File: src/rtl/reg_bus_interconnect.sv
// Command-frame FIFO feeding a single-outstanding register-bus master, with
// lowest-index response muxing and timeout / collision / overflow fault reporting.
`timescale 1ns/1ps
module reg_bus_interconnect #(
  parameter int N_TARGETS  = 4,
  parameter int ADDR_W     = 4,
  parameter int DATA_W     = 4,
  parameter int FIFO_DEPTH = 4,
  parameter int TIMEOUT    = 16
) (
  input  logic                        clk,
  input  logic                        rst,
  input  logic [ADDR_W+DATA_W-1:0]    frame,
  input  logic                        frame_valid,
  output logic [ADDR_W-1:0]           address,
  output logic [DATA_W-1:0]           data,
  output logic                        valid,
  input  logic [N_TARGETS-1:0]        ack,
  input  logic [N_TARGETS*DATA_W-1:0] resp_data,
  input  logic [N_TARGETS-1:0]        resp_valid,
  output logic [DATA_W-1:0]           data_out,
  output logic                        data_out_valid,
  output logic                        fault,
  output logic [1:0]                  fault_code,
  output logic [7:0]                  fault_count,
  output logic                        busy,
  output logic                        fifo_full
);

  localparam int FRAME_W = ADDR_W + DATA_W;
  localparam int PTR_W   = $clog2(FIFO_DEPTH);
  localparam int CNT_W   = PTR_W + 1;
  localparam int TMR_W   = $clog2(TIMEOUT + 1);

  localparam logic [1:0] FC_TIMEOUT   = 2'b01;
  localparam logic [1:0] FC_COLLISION = 2'b10;
  localparam logic [1:0] FC_OVERFLOW  = 2'b11;

  typedef enum logic [1:0] {
    S_IDLE = 2'd0,
    S_REQ  = 2'd1,
    S_GAP  = 2'd2
  } state_t;

  state_t r_state, w_state_nxt;

  logic [FRAME_W-1:0] r_mem [FIFO_DEPTH];
  logic [PTR_W-1:0]   r_wr_ptr, r_rd_ptr;
  logic [CNT_W-1:0]   r_count;
  logic [TMR_W-1:0]   r_timer;

  logic [ADDR_W-1:0]  r_address;
  logic [DATA_W-1:0]  r_data;
  logic [DATA_W-1:0]  r_data_out;
  logic               r_data_out_valid;
  logic               r_fault;
  logic [1:0]         r_fault_code;
  logic [7:0]         r_fault_count;

  logic               w_empty, w_full, w_push, w_pop, w_overflow;
  logic               w_done, w_timeout, w_multi, w_collision, w_fault;
  logic               w_resp_hit;
  logic [DATA_W-1:0]  w_resp_sel;

  // ---------------------------------------------------------------- FIFO
  assign w_empty    = (r_count == '0);
  assign w_full     = (r_count == CNT_W'(FIFO_DEPTH));
  // A full FIFO still accepts a frame when the FSM pops the head in the same cycle.
  assign w_push     = frame_valid && (!w_full || w_pop);
  assign w_overflow = frame_valid && w_full && !w_pop;

  // NOTE: storage has no reset; pointers and count alone define what is valid.
  always_ff @(posedge clk) begin
    if (w_push) r_mem[r_wr_ptr] <= frame;
  end

  // NOTE: every flop is updated with non-blocking assignments so all state
  // advances together on the edge regardless of statement order.
  always_ff @(posedge clk) begin
    if (!rst) begin
      r_wr_ptr <= '0;
      r_rd_ptr <= '0;
      r_count  <= '0;
    end else begin
      if (w_push) r_wr_ptr <= r_wr_ptr + PTR_W'(1);
      if (w_pop)  r_rd_ptr <= r_rd_ptr + PTR_W'(1);
      case ({w_push, w_pop})
        2'b10:   r_count <= r_count + CNT_W'(1);
        2'b01:   r_count <= r_count - CNT_W'(1);
        default: r_count <= r_count;
      endcase
    end
  end

  // ---------------------------------------------------------------- FSM
  always_ff @(posedge clk) begin
    if (!rst) r_state <= S_IDLE;
    else      r_state <= w_state_nxt;
  end

  // NOTE: defaults first so no path through the case leaves a signal unassigned (no latches).
  always_comb begin
    w_state_nxt = r_state;
    w_pop       = 1'b0;
    w_done      = 1'b0;
    w_timeout   = 1'b0;
    case (r_state)
      S_IDLE: begin
        if (!w_empty) begin
          w_pop       = 1'b1;
          w_state_nxt = S_REQ;
        end
      end
      S_REQ: begin
        if (|ack) begin
          w_done      = 1'b1;
          w_state_nxt = S_GAP;
        end else if (r_timer == TMR_W'(TIMEOUT - 1)) begin
          w_timeout   = 1'b1;
          w_state_nxt = S_GAP;
        end
      end
      S_GAP:   w_state_nxt = S_IDLE;
      default: w_state_nxt = S_IDLE;
    endcase
  end

  always_ff @(posedge clk) begin
    if (!rst) begin
      r_timer   <= '0;
      r_address <= '0;
      r_data    <= '0;
    end else begin
      r_timer <= (r_state == S_REQ) ? r_timer + TMR_W'(1) : '0;
      if (w_pop) {r_address, r_data} <= r_mem[r_rd_ptr];
    end
  end

  // ------------------------------------------------------- response path
  // Descending scan so the lowest-index acking target with resp_valid wins.
  always_comb begin
    w_resp_hit = 1'b0;
    w_resp_sel = '0;
    for (int i = N_TARGETS - 1; i >= 0; i--) begin
      if (ack[i] && resp_valid[i]) begin
        w_resp_hit = 1'b1;
        w_resp_sel = resp_data[i*DATA_W +: DATA_W];
      end
    end
  end

  // Clearing the lowest set bit leaves something only if two or more acks are high.
  assign w_multi     = |(ack & (ack - N_TARGETS'(1)));
  assign w_collision = w_done && w_multi;
  assign w_fault     = w_overflow || w_collision || w_timeout;

  always_ff @(posedge clk) begin
    if (!rst) begin
      r_data_out       <= '0;
      r_data_out_valid <= 1'b0;
      r_fault          <= 1'b0;
      r_fault_code     <= 2'b00;
      r_fault_count    <= 8'd0;
    end else begin
      r_data_out_valid <= w_done && w_resp_hit;
      if (w_done && w_resp_hit) r_data_out <= w_resp_sel;
      r_fault <= w_fault;
      if      (w_overflow)  r_fault_code <= FC_OVERFLOW;
      else if (w_collision) r_fault_code <= FC_COLLISION;
      else if (w_timeout)   r_fault_code <= FC_TIMEOUT;
      if (w_fault && (r_fault_count != 8'hFF)) r_fault_count <= r_fault_count + 8'd1;
    end
  end

  // ---------------------------------------------------------------- outputs
  assign address        = r_address;
  assign data           = r_data;
  assign valid          = (r_state == S_REQ);
  assign data_out       = r_data_out;
  assign data_out_valid = r_data_out_valid;
  assign fault          = r_fault;
  assign fault_code     = r_fault_code;
  assign fault_count    = r_fault_count;
  assign busy           = (r_state != S_IDLE) || !w_empty;
  assign fifo_full      = w_full;

endmodule

File: config.mk
export PLATFORM = sky130hd
export DESIGN_NAME = reg_bus_interconnect
export DESIGN_NICKNAME = d
export VERILOG_FILES = /design/src/rtl/reg_bus_interconnect.sv
export SDC_FILE = /design/constraint.sdc
export NUM_CORES = 1
export LEC_CHECK = 0
export ABC_AREA = 1
export CORE_ASPECT_RATIO = 1.5
export CORE_MARGIN = 5
export CORE_UTILIZATION = 40
export CTS_CLUSTER_DIAMETER = 40
export CTS_CLUSTER_SIZE = 40
export DETAILED_ROUTE_END_ITERATION = 10
export PLACE_DENSITY = 0.76
export SLEW_MARGIN = 5
export SYNTH_ARGS = -nofsm -noshare
export SYNTH_HDL_FRONTEND = slang
export SYNTH_SLANG_ARGS = --single-unit
File: constraint.sdc
create_clock -name clk -period 2.2 [get_ports clk]
set_input_delay 0.22 -clock clk [delete_from_list [all_inputs] [get_ports clk]]
set_output_delay 0.22 -clock clk [all_outputs]
set_load 0.005 [all_outputs]
==> results of run 1 <==
[sequential cells by signal (all words and copies together), names as in the netlist]
signal,count
r_timer,5
data_out_valid,1
fault_count,8
data_out,4
r_count,3
r_mem,32
r_state,2
fault_code,2
data,4
r_wr_ptr,2
fault,1
r_rd_ptr,2
address,4
[synthesized netlist by cell type]
master,number
a21oi_1,20
a21oi_2,1
a31oi_1,12
buf_2,4
clkbuf_1,3
clkbuf_2,1
clkinv_1,1
dfxtp_1,38
edfxtp_1,32
fa_1,1
ha_1,8
inv_1,26
inv_2,7
nand2_1,41
nand2_2,2
nand3_1,20
nand3_4,1
nand3b_1,1
nand4_1,1
nand4_2,1
nor2_1,63
nor2_2,3
nor3_1,1
nor3_2,1
nor3b_1,1
o21ai_0,33
o21ai_1,9
o21bai_1,1
o21bai_4,1
xnor2_1,1
xor2_1,4
[layer usage]
layer | up-vias | track usage (%)
met5 | - | 0
met4 | 0 | 9.245
met3 | 16 | 3.675
met2 | 44 | 27.37
met1 | 1159 | 16.03
li1 | 1292 | -
[critical path: stages, from the launching register on]
cell and delay, ns:
dfxtp_1 0.32, inv_1 0.09, nor3_2 0.15, nand2_1 0.07
nand2_1 0.09, ha_1 0.15, inv_1 0.06, fa_1 0.37
a21oi_1 0.14, o21ai_0 0.11, o21ai_0 0.16, a21oi_1 0.05
[path summary, 6_finish.rpt]
path,slack [ns],start,cells past startpoint,end
worst min-delay path,0.46,r_timer[0],1,r_timer[0]
worst max register to register,0.31,r_count[2],11,r_count[2]
worst min register to register,0.46,r_timer[0],1,r_timer[0]
worst max-delay path,0.31,r_count[2],11,r_count[2]
[power by group through the flow]
stage	combinational (W)	sequential (W)	clock [W]
global route	0.00141	0.00171	0.00178
global placement	0.00122	0.00170	0
CTS	0.00126	0.00168	0.00173
detailed placement	0.00125	0.00171	0
finish	0.00123	0.00168	0.00168
floorplan	0.000747	0.00167	0
[logic make-up (layout without fill, tap and decap cells)]
group | after synthesis | in the layout | share of synthesized area (%)
xor+xnor | 5 | 5 | 1.432
buf+inv | 42 | 119 | 5.360
compound gates | 77 | 77 | 13.75
simple gates | 136 | 136 | 19.23
fa+ha+maj | 9 | 9 | 3.928
flops | 70 | 70 | 56.30
[cell usage in the layout, fill, tap and decap left out, drive strengths merged, types with 2 or more instances in the layout]
master / n
nor2: 66
clkdlybuf4s50: 61
nand2: 43
o21ai: 42
dfxtp: 38
inv: 35
edfxtp: 32
nand3: 21
a21oi: 21
a31oi: 12
clkbuf: 10
ha: 8
buf: 8
xor2: 4
bufinv: 3
nor3: 2
nand4: 2
o21bai: 2
[per-stage QoR]
| step | hold slack [ns] | power (W) | instance area [sq um] | std cells |
|---|---|---|---|---|
| CTS | 0.4520 | 0.004668 | 4174 | 518 |
| detailed placement | 0.4446 | 0.002954 | 3820 | 502 |
| global route | 0.4653 | 0.004895 | 4174 | 518 |
| finish | 0.4557 | 0.004599 | 4174 | 518 |
| floorplan | 0.3189 | 0.002416 | 3058 | 339 |
| global placement | 0.4306 | 0.002920 | 3820 | 502 |
[layout make-up]
| cell class | count | share of cell area [%] |
|---|---|---|
| Sequential cell | 70 | 41.25 |
| Timing Repair Buffer | 69 | 16.07 |
| Inverter | 34 | 3.058 |
| Tap cell | 102 | 3.058 |
| Clock buffer | 10 | 5.725 |
| Multi-Input combinational cell | 227 | 28.09 |
| Clock inverter | 6 | 2.758 |
==> out/qor.yml, run 1 <==
status: "complete, no violations"
hold_class: "reg2reg"
ctsResizeCount: 0
synthCells: 339
tightest_slew_ns: 0.4247
antennaDiodeCount: 0
ys_seq_area_share_pct: 56.30
clockBufferDepth: 2
fin_util_pct: 55.19
synth_area_leader_cell: "edfxtp_1"
gp_congestion: 0.8312
initial_core_util_pct: 40.43
power_frac_seq_pct: 36.6
yosysTopAreaCellShare_pct: 31.42
multi_input_area_sq_um: 1172
slew_headroom_pct: 71.66
power_density_nw_per_um2: 1102
power.internal_w: 0.003266
first_iter_violations: 114
post-dp-hpwl_um: 4750
cts-root-buf: "clkbuf_16"
crit_arrival_ns: 2.10
met2_length_um: 3649
drcViolationCount: 0
routed_via_density: 4.847
p_sw_share_pct: 29.00
setup_viol: 0
die_h_um: 117.1
dr_total_vias: 2511
io_buffers: 61
dp_slack_ns: 0.2856
drt-pass1-iter-count: 4
finalWorstSetupSlack_ns: 0.3110
avgSynthCellArea_sq_um: 9.020
topRoutingLayerUsed: "met4"
dr_wl_met3_um: 231
clock_sinks: 70
leakagePower_nw: 1.609
cts_made_buffers: 9
clk_latency_ns: 0.33
ir_worst_vdd_mv: 0.6398
skew_ns: 0.007327
htree_levels: 3
fillers: 675
io_pins: 62
nets: 455
antenna_found_initial: 0
grt_use_total_pct: 15.36
core-area_sq_um: 7564
wl_um: 6651
pwr-share-clk_pct: 36.6
overflow: 0
hold_buffers: 0
min_period_ns: 1.889
cap_violations: 0
syn_to_final_growth_pct: 36.50
placementRows: 39
post_cts_buffers: 0
yosys_warnings: 0
syn-cell-area_sq_um: 3058
grt_max_degree: 19
p_switching_w: 0.001334
seqCellArea_sq_um: 1722
grt_pass1_wl_um: 11010
met1Wirelength_um: 2561
finalCritPeriodShare_pct: 85.87
combPwrFrac_pct: 26.8
rsz0062_at_grt: "no"
die_w_um: 81.39
antenna_left: 0
setup_tns_ns: 0
wl_per_cell_um: 12.84
yosysUniqueCellTypes: 31
syn-num-nets: 383
path_class: "reg2reg"
cp.required_ns: 2.41
hold_viol: 0
dieArea_sq_um: 9530
start_kind: "flop"
cts_tree: "built"
fmax_mhz: 529.4
grt_pass1_vias: 2490
synth-seq-cells: 70
drive_above_1_share_pct: 9.856
end_kind: "flop"
maxSlewViolCount: 0
cp_max_fo: 5
synth.area.top_cells: "edfxtp_1, dfxtp_1, nor2_1"
cts.clk_slew.worst_paths_ns: 0.06
Note: power is estimated with default switching activity, not from simulation.
==> run 2: changes to the inputs <==
--- a/config.mk
+++ b/config.mk
@@ -12,8 +12,7 @@
 export CTS_CLUSTER_DIAMETER = 40
 export CTS_CLUSTER_SIZE = 40
 export DETAILED_ROUTE_END_ITERATION = 10
-export PLACE_DENSITY = 0.76
-export SLEW_MARGIN = 5
+export SLEW_MARGIN = 20
 export SYNTH_ARGS = -nofsm -noshare
 export SYNTH_HDL_FRONTEND = slang
 export SYNTH_SLANG_ARGS = --single-unit
==> run 2 against run 1 <==
Effect of this change:
- sequential share of layout area grew 0.53 points
- clock-buffer cell count increased by 2
- cell area shrank 1.3%
- flip-flop and latch count unchanged
- critical endpoint unchanged
- sequential power hardly changed
- power shrank 5.6%
- utilization down 0.69 points
- largest cell class unchanged
- die area stayed put
- via count down 1.3%
- global-route usage decreased by 0.19 points
- clock skew is essentially flat
- hold slack worse by 0.0099 ns
==> out/qor.yml, run 2 (synthesized netlist as in run 1, its figures left out) <==
dieArea_sq_um: 9530  # unchanged
post-dp-hpwl_um: 4823  # +1.5%
core-area_sq_um: 7564  # unchanged
hold_viol: 0  # unchanged
setup_tns_ns: 0  # unchanged
grt_pass1_wl_um: 10710  # -2.8%
hold-path-endpoint: "r_timer[0]"
combPwrFrac_pct: 29.3  # +2.5 points
slew_headroom_pct: 70.78  # -0.88 points
grt_use_total_pct: 15.17  # -0.19 points
final_cell_area_sq_um: 4121  # -1.3%
ir_worst_vdd_mv: 0.5741  # -10%
io_buffers: 61  # unchanged
initial_core_util_pct: 40.43  # unchanged
grt_pass1_vias: 2398  # -3.7%
cts_tree: "built"
cp.required_ns: 2.41  # about the same
die_h_um: 117.1  # unchanged
status: "complete, no violations"
hold_class: "reg2reg"
mostFrequentLayoutCells: "nor2_1, clkdlybuf4s50_1, nand2_1"
met1_usage_pct: 16.00  # -0.037 points
cp_max_fo: 5  # unchanged
min_period_ns: 1.883  # -0.006129 ns
cts_made_buffers: 9  # unchanged
path_class: "reg2reg"
post_cts_buffers: 0  # unchanged
crit_slowest_cell: "fa_1"
wl_per_cell_um: 13.04  # +1.6%
ctsResizeCount: 0  # unchanged
antenna_left: 0  # unchanged
p_switching_w: 0.001309  # -1.9%
grt.busiest_layer: "met2"
timing.rr.end: "r_count[2]"
hold_buffers: 0  # unchanged
r2r_slack_ns: 0.32  # about the same
drcViolationCount: 0  # unchanged
finalCritPeriodShare_pct: 85.59  # -0.28 points
met3_usage_pct: 4.135  # +0.46 points
syn_to_final_growth_pct: 34.78
placed_area_sq_um: 3827  # +0.20%
first_iter_violations: 89  # -22%
gp_congestion: 0.8047  # -3.2%
power_density_nw_per_um2: 1054  # -4.4%
fmax_mhz: 531.1  # +0.33%
r2r_start: "r_count[2]"
clock_sinks: 70  # unchanged
largest_register_ffs: 32  # unchanged
power.total_w: 0.004342  # -5.6%
end_kind: "flop"
cts.clk_slew.worst_paths_ns: 0.06  # about the same
placementRows: 39  # unchanged
grt_max_degree: 19  # unchanged
io_pins: 62  # unchanged
layout_commonest_cell: "nor2_1"
nets: 456  # +0.22%
htree_levels: 3  # unchanged
wl_um: 6768  # +1.8%
critPathTopFamily: "adder cells"
overflow: 0  # unchanged
cts-root-buf: "clkbuf_16"
regMostFlops: "r_mem"
drt-pass1-iter-count: 4  # unchanged
critical_path.max_stage_delay_ns: 0.37  # about the same
start_kind: "flop"
p_sw_share_pct: 30.14  # +1.1 points
critical_path.cell_chain: "inv_1 -> nor3_2 -> nand2_1 -> nand2_1 -> ha_1 -> inv_1 -> fa_1 -> a21oi_1 -> o21ai_0 -> o21ai_0 -> a21oi_1"
rsz0062_at_grt: "no"
pwr-share-clk_pct: 32.3  # -4.3 points
use_met2_pct: 26.93  # -0.44 points
drive_above_1_share_pct: 9.592  # -0.26 points
leakagePower_nw: 1.587  # -1.4%
antenna_found_initial: 0  # unchanged
die_w_um: 81.39  # unchanged
clk_latency_ns: 0.33  # about the same
cap_violations: 0  # unchanged
critPathBufInv: 2  # unchanged
setup_viol: 0  # unchanged
tightest_slew_ns: 0.4378  # +0.01312 ns
crit_arrival_ns: 2.10  # about the same
antennaDiodeCount: 0  # unchanged
routed_via_density: 4.775  # -1.5%
clockBufferDepth: 2  # unchanged
skew_ns: 0.006909  # -0.0004184 ns
dr_total_vias: 2478  # -1.3%
maxSlewViolCount: 0  # unchanged
whs_path_depth: 1  # unchanged
power_frac_seq_pct: 38.4  # +1.8 points
power.internal_w: 0.003033  # -7.1%
hold_start: "r_timer[0]"
rr_worst_depth: 11  # unchanged
whs_ns: 0.4457  # -0.009928 ns
-- run 2: layer usage --
| layer | vias up | wire [um] | part of all wire [%] |
|---|---|---|---|
| met2 | 38 | 3601 | 53 |
| met4 | 0 | 145 | 2.1 |
| li1 | 1292 | - | - |
| met3 | 13 | 266 | 3.9 |
| met5 | - | 0 | 0 |
| met1 | 1135 | 2755 | 41 |
-- run 2: through the flow --
stage / utilization (%) / std cells / worst slack (ns)
floorplan: - / 339 / 0.2694
global placement: 50.60 / 503 / 0.2954
detailed placement: 50.60 / 503 / 0.2858
global route: 54.49 / 519 / 0.1170
CTS: 54.49 / 519 / 0.3055
finish: 54.49 / 519 / 0.3171
-- run 2: how the worst max path moves through the flow --
stage,start,endpoint,slack (ns),cells after the start
finish,r_count[2],r_count[2],0.32,11
global route,r_count[2],r_count[2],0.12,11
CTS,r_count[2],r_count[2],0.31,11
detailed placement,frame_valid,r_count[2],0.29,9
global placement,frame_valid,r_count[2],0.30,9
floorplan,r_state[0],r_count[2],0.27,13
-- run 2: area by class of cell --
| type | instances | area [sq um] |
|---|---|---|
| Fill cell | 698 | 3442 |
| Sequential cell | 70 | 1722 |
| Multi-Input combinational cell | 227 | 1172 |
| Timing Repair Buffer | 70 | 678.2 |
| Clock buffer | 12 | 246.5 |
| Inverter | 34 | 127.6 |
| Tap cell | 102 | 127.6 |
| Clock inverter | 4 | 47.55 |
-- run 2: power by group through the flow --
stage          clock, W  sequential [W]  combinational (W)
3_5_place_dp          0         0.00169            0.00129
2_1_floorplan         0         0.00167           0.000747
4_1_cts         0.00144         0.00167            0.00130
6_report        0.00140         0.00167            0.00127
3_3_place_gp          0         0.00169            0.00127
5_1_grt         0.00150         0.00169            0.00145
==> run 3: changes to the inputs <==
--- a/config.mk
+++ b/config.mk
@@ -5,10 +5,9 @@
 export SDC_FILE = /design/constraint.sdc
 export NUM_CORES = 1
 export LEC_CHECK = 0
-export ABC_AREA = 1
 export CORE_ASPECT_RATIO = 1.5
 export CORE_MARGIN = 5
-export CORE_UTILIZATION = 40
+export CORE_UTILIZATION = 31
 export CTS_CLUSTER_DIAMETER = 40
 export CTS_CLUSTER_SIZE = 40
 export DETAILED_ROUTE_END_ITERATION = 10
==> run 3 against run 2 <==
Effect of this change:
- non-clock buffer count rose by 6
- flip-flop and latch count did not move
- sequential power barely moved
- critical path type unchanged
- fmax fell by 8.2%
- power fell by 5.2%
- synthesized cell count fell by 24%
- setup slack got worse by 0.17 ns
- highest routed layer unchanged
==> out/qor.yml, run 3 <==
layout_commonest_cell: "clkdlybuf4s50_1"
wl_um: 6744  # -0.35%
die_h_um: 129.9  # +11%
yosysMostFrequentCell: "dfxtp_1"
p_switching_w: 0.001157  # -12%
min_period_ns: 2.052  # +0.1693 ns
avgSynthCellArea_sq_um: 11.57  # +28%
whs_path_depth: 1  # unchanged
pwr-share-clk_pct: 31.6  # -0.7 points
start_kind: "flop"
regMostFlops: "r_mem"
skew_ns: 0.002508  # -0.004401 ns
synth_commonest_cells: "dfxtp_1, edfxtp_1, nand2_1, a21oi_1, nand3_1"
dr_total_vias: 2154  # -13%
power.total_w: 0.004114  # -5.2%
synth-seq-cells: 70  # unchanged
htree_levels: 3  # unchanged
power.internal_w: 0.002957  # -2.5%
finalWorstSetupSlack_ns: 0.1478  # -0.1693 ns
slew_headroom_pct: 67.49  # -3.3 points
cap_violations: 0  # unchanged
largest_register_ffs: 32  # unchanged
syn-cell-area_sq_um: 2973  # -2.8%
core-area_sq_um: 9308  # +23%
leakagePower_nw: 1.500  # -5.5%
fin_util_pct: 44.08  # -10 points
hold_class: "reg2reg"
cts_tree: "built"
power_frac_seq_pct: 40.8  # +2.4 points
setup_viol: 0  # unchanged
placementRows: 43  # +10%
finalCritPeriodShare_pct: 93.28  # +7.7 points
grt_pass1_vias: 2265  # -5.5%
synthCells: 257  # -24%
rsz0062_at_grt: "no"
synthArstFlopShare_pct: 0  # unchanged
clock_sinks: 70  # unchanged
dieArea_sq_um: 11690  # +23%
yosysTopAreaCellShare_pct: 32.32  # +0.90 points
clockBufferDepth: 2  # unchanged
whs_ns: 0.4141  # -0.03167 ns
crit_arrival_ns: 2.31  # +0.21 ns
cts.clk_slew.worst_paths_ns: 0.06  # about the same
io_buffers: 61  # unchanged
tightest_slew_ns: 0.4870  # +0.04921 ns
dp_slack_ns: -0.03003  # -0.3159 ns
fmax_mhz: 487.3  # -8.2%
gp_congestion: 0.7807  # -3.0%
path_class: "reg2reg"
multi_input_area_sq_um: 1154  # -1.6%
ir_worst_vdd_mv: 0.8448  # +47%
ys_seq_area_share_pct: 57.91  # +1.6 points
syn_to_final_growth_pct: 38.00
yosysUniqueCellTypes: 41  # +32%
antenna_found_initial: 0  # unchanged
drive_above_1_share_pct: 16.18  # +6.6 points
fillers: 892  # +28%
hold_viol: 0  # unchanged
antennaDiodeCount: 0  # unchanged
synthFlopType: "dfxtp_1"
synth.area.top_cells: "edfxtp_1, dfxtp_1, mux4_2"
hold_buffers: 0  # unchanged
cp.required_ns: 2.45  # +0.04 ns
overflow: 0  # unchanged
final_cell_area_sq_um: 4103  # -0.46%
grt_max_degree: 24  # +5
drt-pass1-iter-count: 4  # unchanged
drcViolationCount: 0  # unchanged
cts_made_buffers: 9  # unchanged
io_pins: 62  # unchanged
post-dp-hpwl_um: 4949  # +2.6%
cts-root-buf: "clkbuf_16"
p_sw_share_pct: 28.13  # -2.0 points
end_kind: "flop"
first_iter_violations: 45  # -49%
synth_edf_count: 32  # unchanged
routed_via_density: 4.765  # -0.19%
grt_use_total_pct: 12.00  # -3.2 points
initial_core_util_pct: 31.94  # -8.5 points
grt_pass1_wl_um: 11120  # +3.8%
wl_per_cell_um: 14.92  # +14%
seqCellArea_sq_um: 1724  # +0.15%
synth_area_leader_cell: "edfxtp_1"
power_density_nw_per_um2: 1003  # -4.8%
placed_area_sq_um: 3790  # -0.98%
cp_max_fo: 3  # -2
maxSlewViolCount: 0  # unchanged
clk_latency_ns: 0.32  # about the same
mostFrequentLayoutCells: "clkdlybuf4s50_1, dfxtp_1, edfxtp_1"
antenna_left: 0  # unchanged
status: "complete, no violations"
combPwrFrac_pct: 27.6  # -1.7 points
nets: 379  # -17%
die_w_um: 89.96  # +11%
yosys_warnings: 0  # unchanged
rr_worst_depth: 10  # -1
syn-num-nets: 301  # -21%
## run 3: changes by cell type in the layout (fill, tap and decap cells not counted), moves of 5 or more
| cell | previous run | this run |
|---|---|---|
| o211ai_1 | 0 | 5 |
| o21ai_0 | 33 | 7 |
| and2_1 | 0 | 6 |
| a31oi_1 | 12 | 4 |
| o21ai_1 | 9 | 0 |
| nand2_1 | 41 | 30 |
| inv_1 | 26 | 14 |
| inv_2 | 7 | 1 |
| nor2_1 | 63 | 17 |
| mux4_2 | 0 | 8 |
## run 3: cells by family (layout without fill, tap and decap cells)
group | after synthesis | after routing | share of synthesized area (%)
xor gates and xnor gates | 8 | 8 | 2.357
buffers and inverters | 24 | 107 | 3.366
adders and majority gates | 10 | 10 | 4.377
and+or+nand+nor | 94 | 94 | 16.46
AOI/OAI and AO/OA | 41 | 41 | 8.796
muxes | 10 | 10 | 6.734
DFF | 70 | 70 | 57.91
## run 3: timing repair
action | CTS | global route
buffers inserted | 0 | 1
gates resized for setup | 0 | 4
setup endpoints to repair | 0 | 8
## run 3: final cells by class
| type | count | share of cell area [%] |
|---|---|---|
| well taps | 112 | 3.416 |
| repair buffers | 76 | 18.36 |
| multi-input cells | 163 | 28.12 |
| clock buffers | 9 | 5.489 |
| flip-flops and latches | 70 | 42.02 |
| clock inverters | 7 | 1.220 |
| inverters | 15 | 1.372 |
## run 3: layer usage
| layer | up-vias | global-route usage (%) | share of wire [%] |
|---|---|---|---|
| met5 | - | 0 | 0 |
| met4 | 0 | 4.557 | 1.4 |
| met3 | 9 | 3.806 | 5.9 |
| met2 | 66 | 21.81 | 53 |
| met1 | 998 | 13.04 | 40 |
| li1 | 1081 | - | - |
## run 3: critical path: stages, from the launching register on
cell	delay [ns]
dfxtp_1	0.32
inv_1	0.09
nand3_1	0.11
o21a_1	0.19
inv_1	0.08
ha_1	0.18
inv_1	0.06
fa_1	0.37
xor2_1	0.15
or3_1	0.30
a21oi_1	0.14
## run 3: path summary, 6_finish.rpt
| check | from | endpoint | slack (ns) |
|---|---|---|---|
| max reg2reg | r_count[1] | r_count[2] | 0.15 |
| min reg2reg | r_timer[0] | r_timer[0] | 0.41 |
| max | r_count[1] | r_count[2] | 0.15 |
| min | r_timer[0] | r_timer[0] | 0.41 |
## run 3: power by group through the flow
| stage | clock network [W] | logic, W | registers [W] |
|---|---|---|---|
| floorplan | 0 | 0.000598 | 0.00168 |
| global placement | 0 | 0.00112 | 0.00170 |
| detailed placement | 0 | 0.00113 | 0.00170 |
| CTS | 0.00134 | 0.00114 | 0.00168 |
| global route | 0.00140 | 0.00127 | 0.00171 |
| finish | 0.00130 | 0.00114 | 0.00168 |
## run 3: through the flow
step | std cells | TNS (ns)
after global routing | 452 | 0
after floorplan | 257 | 0
after CTS | 450 | 0
final | 452 | 0
after global placement | 434 | -0.03058
after detailed placement | 434 | -0.05424
